$ cat src/rtl/ex_muldiv.sv
// rtl/ex_muldiv.sv - multi-cycle RV32M multiply/divide unit for the EX stage
module ex_muldiv #(
  parameter int XLEN     = 32,
  parameter int MUL_BITS = 2
) (
  input  logic            clk,
  input  logic            rst,
  input  logic            start_i,
  input  logic [2:0]      op_i,
  input  logic [XLEN-1:0] opr1_i,
  input  logic [XLEN-1:0] opr2_i,
  input  logic [4:0]      wd_i,
  input  logic            wreg_i,
  input  logic            flush_i,
  output logic            ex_stall_o,
  output logic            done_o,
  output logic [XLEN-1:0] result_o,
  output logic [4:0]      wd_o,
  output logic            wreg_o
);
  localparam int CW = $clog2(XLEN);
  localparam logic [CW-1:0] MUL_LAST = CW'(XLEN / MUL_BITS - 1);
  localparam logic [CW-1:0] DIV_LAST = CW'(XLEN - 1);

  typedef enum logic [1:0] {S_IDLE, S_MUL, S_DIV, S_DONE} state_t;

  state_t              r_state;
  state_t              w_next;
  logic [2:0]          r_op;
  logic [4:0]          r_wd;
  logic                r_wreg;
  logic                r_sign_q;   // product / quotient must be negated
  logic                r_sign_r;   // remainder must be negated (dividend sign)
  logic [XLEN-1:0]     r_mcand;    // multiplicand magnitude, or divisor magnitude
  logic [2*XLEN-1:0]   r_acc;      // mul: {partial, multiplier}; div: {remainder, dividend/quotient}
  logic [CW-1:0]       r_cnt;

  // Operand decode for the accepting cycle
  logic                w_accept;
  logic                w_div0;
  logic                w_s1_signed;
  logic                w_s2_signed;
  logic                w_neg1;
  logic                w_neg2;
  logic [XLEN-1:0]     w_mag1;
  logic [XLEN-1:0]     w_mag2;

  assign w_accept    = start_i & ~flush_i;
  assign w_div0      = op_i[2] & (opr2_i == '0);
  assign w_s1_signed = ~((op_i == 3'd3) | (op_i[2] & op_i[0]));
  assign w_s2_signed = ~((~op_i[2] & op_i[1]) | (op_i[2] & op_i[0]));
  assign w_neg1      = w_s1_signed & opr1_i[XLEN-1];
  assign w_neg2      = w_s2_signed & opr2_i[XLEN-1];
  assign w_mag1      = w_neg1 ? -opr1_i : opr1_i;
  assign w_mag2      = w_neg2 ? -opr2_i : opr2_i;

  // Shift-add step: add multiplicand * low digit to the upper half, shift right by MUL_BITS
  logic [MUL_BITS-1:0]      w_digit;
  logic [XLEN+MUL_BITS-1:0] w_pp;
  logic [XLEN+MUL_BITS-1:0] w_sum;
  logic [2*XLEN-1:0]        w_mul_next;
  logic [2*XLEN-1:0]        w_prod;

  assign w_digit    = r_acc[MUL_BITS-1:0];
  assign w_pp       = {{MUL_BITS{1'b0}}, r_mcand} * {{XLEN{1'b0}}, w_digit};
  assign w_sum      = {{MUL_BITS{1'b0}}, r_acc[2*XLEN-1:XLEN]} + w_pp;
  assign w_mul_next = {w_sum, r_acc[XLEN-1:MUL_BITS]};
  assign w_prod     = r_sign_q ? -w_mul_next : w_mul_next;

  // Restoring step: remainder < divisor always holds, so the borrow bit is a valid compare
  logic [XLEN:0]   w_shift;
  logic [XLEN:0]   w_diff;
  logic            w_ge;
  logic [XLEN-1:0] w_rem_n;
  logic [XLEN-1:0] w_quo_n;
  logic [XLEN-1:0] w_quo_s;
  logic [XLEN-1:0] w_rem_s;

  assign w_shift = {r_acc[2*XLEN-1:XLEN], r_acc[XLEN-1]};
  assign w_diff  = w_shift - {1'b0, r_mcand};
  assign w_ge    = ~w_diff[XLEN];
  assign w_rem_n = w_ge ? w_diff[XLEN-1:0] : w_shift[XLEN-1:0];
  assign w_quo_n = {r_acc[XLEN-2:0], w_ge};
  assign w_quo_s = r_sign_q ? -w_quo_n : w_quo_n;
  assign w_rem_s = r_sign_r ? -w_rem_n : w_rem_n;

  // State register
  always_ff @(posedge clk) begin
    if (rst) r_state <= S_IDLE;
    else     r_state <= w_next;
  end

  // Next-state logic; flush wins over completion while iterating
  always_comb begin
    w_next = r_state;
    case (r_state)
      S_IDLE: if (w_accept) w_next = op_i[2] ? (w_div0 ? S_DONE : S_DIV) : S_MUL;
      S_MUL: begin
        if (flush_i)                  w_next = S_IDLE;
        else if (r_cnt == MUL_LAST)   w_next = S_DONE;
      end
      S_DIV: begin
        if (flush_i)                  w_next = S_IDLE;
        else if (r_cnt == DIV_LAST)   w_next = S_DONE;
      end
      S_DONE:  w_next = S_IDLE;
      default: w_next = S_IDLE;
    endcase
  end

  // Pipeline hold: busy, or accepting this cycle; released in DONE
  always_comb begin
    ex_stall_o = 1'b0;
    case (r_state)
      S_IDLE:       ex_stall_o = w_accept;
      S_MUL, S_DIV: ex_stall_o = 1'b1;
      default:      ex_stall_o = 1'b0;
    endcase
  end

  // Operand capture, iteration datapath and registered outputs
  always_ff @(posedge clk) begin
    if (rst) begin
      r_op     <= '0;
      r_wd     <= '0;
      r_wreg   <= 1'b0;
      r_sign_q <= 1'b0;
      r_sign_r <= 1'b0;
      r_mcand  <= '0;
      r_acc    <= '0;
      r_cnt    <= '0;
      done_o   <= 1'b0;
      wreg_o   <= 1'b0;
      wd_o     <= '0;
      result_o <= '0;
    end else begin
      done_o <= 1'b0;
      wreg_o <= 1'b0;
      case (r_state)
        S_IDLE: begin
          if (w_accept) begin
            r_op     <= op_i;
            r_wd     <= wd_i;
            r_wreg   <= wreg_i;
            r_cnt    <= '0;
            r_sign_q <= w_neg1 ^ w_neg2;
            r_sign_r <= w_neg1;
            if (op_i[2]) begin
              r_mcand <= w_mag2;
              r_acc   <= {{XLEN{1'b0}}, w_mag1};
            end else begin
              r_mcand <= w_mag1;
              r_acc   <= {{XLEN{1'b0}}, w_mag2};
            end
            if (w_div0) begin
              done_o   <= 1'b1;
              wreg_o   <= wreg_i;
              wd_o     <= wd_i;
              result_o <= op_i[1] ? opr1_i : '1;
            end
          end
        end
        S_MUL: begin
          if (!flush_i) begin
            r_acc <= w_mul_next;
            r_cnt <= r_cnt + CW'(1);
            if (r_cnt == MUL_LAST) begin
              done_o   <= 1'b1;
              wreg_o   <= r_wreg;
              wd_o     <= r_wd;
              result_o <= (r_op == 3'd0) ? w_prod[XLEN-1:0] : w_prod[2*XLEN-1:XLEN];
            end
          end
        end
        S_DIV: begin
          if (!flush_i) begin
            r_acc <= {w_rem_n, w_quo_n};
            r_cnt <= r_cnt + CW'(1);
            if (r_cnt == DIV_LAST) begin
              done_o   <= 1'b1;
              wreg_o   <= r_wreg;
              wd_o     <= r_wd;
              result_o <= r_op[1] ? w_rem_s : w_quo_s;
            end
          end
        end
        default: ;
      endcase
    end
  end

endmodule

$ cat config.mk
export PLATFORM = sky130hd
export DESIGN_NAME = ex_muldiv
export DESIGN_NICKNAME = d
export VERILOG_FILES = /design/src/rtl/ex_muldiv.sv
export SDC_FILE = /design/constraint.sdc
export NUM_CORES = 1
export LEC_CHECK = 0
export CAP_MARGIN = 20
export CORE_UTILIZATION = 25
export CTS_BUF_LIST = sky130_fd_sc_hd__clkbuf_8
export DETAILED_ROUTE_END_ITERATION = 8
export SLEW_MARGIN = 40
export SYNTH_ARGS = -nofsm -noshare
export SYNTH_HDL_FRONTEND = slang
export SYNTH_SLANG_ARGS = --single-unit
$ cat constraint.sdc
create_clock -name clk -period 6.9 [get_ports clk]
set_input_delay 1.725 -clock clk [delete_from_list [all_inputs] [get_ports clk]]
set_output_delay 1.725 -clock clk [all_outputs]
set_load 0.02 [all_outputs]
==> results.txt, run 1 <==
The sort of element at the start of the critical path is a register. For this run, the post-layout net count is 2781. The clock transition at the register clock pins on the worst setup and hold paths after CTS came out at 0.10 ns. The total global-route track usage is 21.0%. The post-route netlist has 5.03% of its cells at a drive strength greater than 1. The number of synthesized register bits came out at 153. The region available for standard cell placement spans 71500 um2. The cell area after technology mapping came out at 18000 um2.

For this design, the sink count on the clock tree is 153. The minimum clock period after layout came out at 5.95 ns. The detailed-route vias per instance is 5.68.

CTS placed an instance of clkbuf_8 at the clock tree root. The initial antenna violation count came out at 2. The average wire per cell in the routed design came out at 22.3 um.

The largest voltage drop on the vdd net is 0.617 mV. In the layout the commonest cells are nand2_1 (359), nor2_1 (234), a21oi_1 (181). The largest fanout on the critical path is 18. The number of slew-limit violations in the final report came out at 0. The number of flops mapped to enable cells by yosys is 0. The vertical extent of the die is 271 um. The arrival time of data at the critical path endpoint is 6.38 ns. The buffer levels on the longest clock path came out at 2. The chip width is 271 um.

The global placement routability congestion is 1.05. The number of synthesis warnings is 0. The clock tree synthesis step divided the H-tree into 4 levels.

Entering global routing, the biggest net connects 78 pins. In the final timing run, aggregate negative setup slack is 0 ns. The flow ran to the end, and the final reports show no timing, DRC or antenna violations. The count of nets left with antenna violations after detail routing came out at 0. The total area of sequential cells came out at 3060 um2.

The final setup skew came out at 0.0130 ns. Among all flip-flop cells after synthesis, the most frequent one is dfxtp_1. The final-layout fill cell count came out at 7888.

For this configuration, the core starts out at a cell density of 25.2%. The data required time of the critical path is 7.33 ns. The post-CTS setup buffer count is 0. The fraction of registers with async set/reset came out at 0%.

The global-route wire length before repair is 119 mm. For this run the aggregate overflow at the end of global routing stands at 0. The share of the clock period used by the worst path came out at 86.2%. Input and output buffers added on the ports amount to 116. TritonCTS built the clock tree. By startpoint and endpoint, the worst setup path is classified as register to register. The worst hold margin is 0.461 ns. Synthesis handed over a netlist of 2598 instances.

The power density relative to cell area came out at 360 nW/um2. The multi-input gate area in the final layout is 13700 um2. Setup repair after global routing left no endpoint under its margin. The measured slew at the worst slew-check pin came out at 0.851 ns. The average size of a mapped cell came out at 6.94 um2. The floorplan step defined a die boundary enclosing 73200 um2. The residual DRC count is 0. In this run the count of I/O pins placed on the die edge is 117.

In this run the tightest slew margin relative to its limit is 41.8%. The wire-length estimate of the detail-placed layout is 61.3 mm. The detailed-router iteration count before antenna repair came out at 7. Relative to the synthesized area, the layout overhead comes to 13.4%. The number of instances resized during post-cts repair came out at 0. The initial DRC count came out at 2682.

STA classifies the critical path endpoint as a register. Counting every net in the synthesized netlist gives 2786. The row count came out at 98. The path category of the worst min-delay check is register to register. The maximum achievable frequency is 168 MHz. The insertion delay of the later-clocked pin in the worst-skew pair came out at 0.53 ns. The number of vias after detailed routing is 20.2k. The total clock buffers created by CTS came out at 17. The netlist uses 92 different library cells. The static leakage power is 0.00775 uW. The finished cells cover 20400 um2. The area of placed instances came out at 20100 um2. Leaving out fill and tap cells, the most frequent cell in the layout is nand2_1. The via count of the first global-routing pass is 18.6k. The setup violation total in the final timing report is 0. The count of maximum capacitance violations is 0. For this run, the register share of the synthesized area comes to 17.0%. The count of hold-fix buffers inserted at cts came out at 0.

The number of hold violations in the final report was 0. The wire length after detailed routing came out at 79.3 mm.
cell families (layout without fill, tap and decap cells):
group / count (synthesis) / in the layout / share of synthesized area (%)
other cells: 0 / 1 / 0
xor+xnor: 215 / 215 / 10.4
flops: 153 / 153 / 17.0
buf+inv: 345 / 352 / 7.27
compound gates: 810 / 810 / 30.1
fa+ha+maj: 111 / 111 / 9.08
simple gates: 914 / 914 / 23.3
mux: 50 / 50 / 2.86
report_power, final:
part | internal [uW] | switching, uW
Sequential | 1110 | 461
Combinational | 1690 | 3360
Clock | 292 | 436
Total | 3090 | 4260
final timing paths:
| kind | start | end | slack [ns] | cells after the start |
|---|---|---|---|---|
| setup / recovery | r_acc[1] | result_o[30] | 0.95 | 17 |
| hold / removal | r_wd[4] | r_wd[4] | 0.46 | 2 |
| setup reg to reg | r_acc[1] | result_o[30] | 0.95 | 17 |
| hold reg to reg | r_wd[4] | r_wd[4] | 0.46 | 2 |
worst max-delay path: stages (launching register included):
cell	delay, ns
dfxtp_1	0.74
buf_4	0.36
nand2_1	0.11
fa_1	0.53
inv_1	0.05
ha_1	0.40
a21o_1	0.26
a311o_1	0.42
a2111oi_0	0.34
nor3b_1	0.59
o21ba_2	0.25
xor2_1	0.36
nand4bb_1	0.25
nor4_1	0.42
nor3_1	0.10
a31oi_1	0.17
a31oi_1	0.10
or3_1	0.38
registers in the layout, indices dropped and copies added, names as in the netlist, 2 cells and up:
register and flops:
r_acc 64, r_cnt 5, r_mcand 32, r_op 3
r_state 2, r_wd 5, result_o 32, wd_o 5
area by class of cell:
cell class | instances | share of cell area (%)
Timing Repair Buffer | 160 | 7.35
Clock buffer | 17 | 1.14
Inverter | 161 | 2.96
Antenna cell | 1 | 0.0122
Sequential cell | 153 | 15.0
Multi-Input combinational cell | 2100 | 67.1
Clock inverter | 14 | 0.685
Tap cell | 950 | 5.81
routing by layer:
metal / track usage (%) / routed length [um]
met1: 28.0 / 33200
met2: 31.9 / 34000
met3: 5.01 / 8450
met4: 8.99 / 3660
met5: 0 / 20
cells in the mapped netlist, drive strengths merged, types with 11 or more instances:
master / count / area (um2)
a31oi: 28 / 175
a211oi: 51 / 383
o21ai: 174 / 875
nand4: 26 / 163
or2: 14 / 90.1
mux2: 12 / 135
nand2: 359 / 1350
o211ai: 62 / 465
nor3: 70 / 355
a22oi: 42 / 315
and3: 17 / 106
a311oi: 14 / 123
xnor2: 107 / 937
fa: 33 / 661
o21a: 11 / 82.6
or4: 19 / 143
ha: 78 / 976
a21oi: 182 / 915
buf: 18 / 83.8
xor2: 108 / 946
inv: 159 / 597
o31ai: 36 / 270
nor2: 238 / 901
a221oi: 18 / 188
or3: 24 / 150
dfxtp: 153 / 3060
a21o: 34 / 255
mux2i: 38 / 380
and2: 23 / 144
nand2b: 14 / 87.6
a22o: 27 / 236
clkbuf: 166 / 623
o221ai: 18 / 158
nor4: 35 / 231
o22ai: 12 / 75.1
o41ai: 17 / 149
nand3: 44 / 220
stage by stage:
stage          instances  setup slack [ns]  util (%)  total power, uW
2_1_floorplan       2598              1.51         -             4610
6_report            3556             0.951      28.6             7350
3_3_place_gp        3523             0.712      28.0             6400
3_5_place_dp        3524             0.625      28.1             6410
4_1_cts             3555              1.00      28.6             7150
5_1_grt             3555             0.631      28.6             7700
(Power assumes the default switching activity.)
==> run 2: changes to the inputs <==
SKIP_CTS_REPAIR_TIMING = 1   (was unset)
==> results of run 2 <==
Final layout, timing and power as in run 1 (identical DEF).
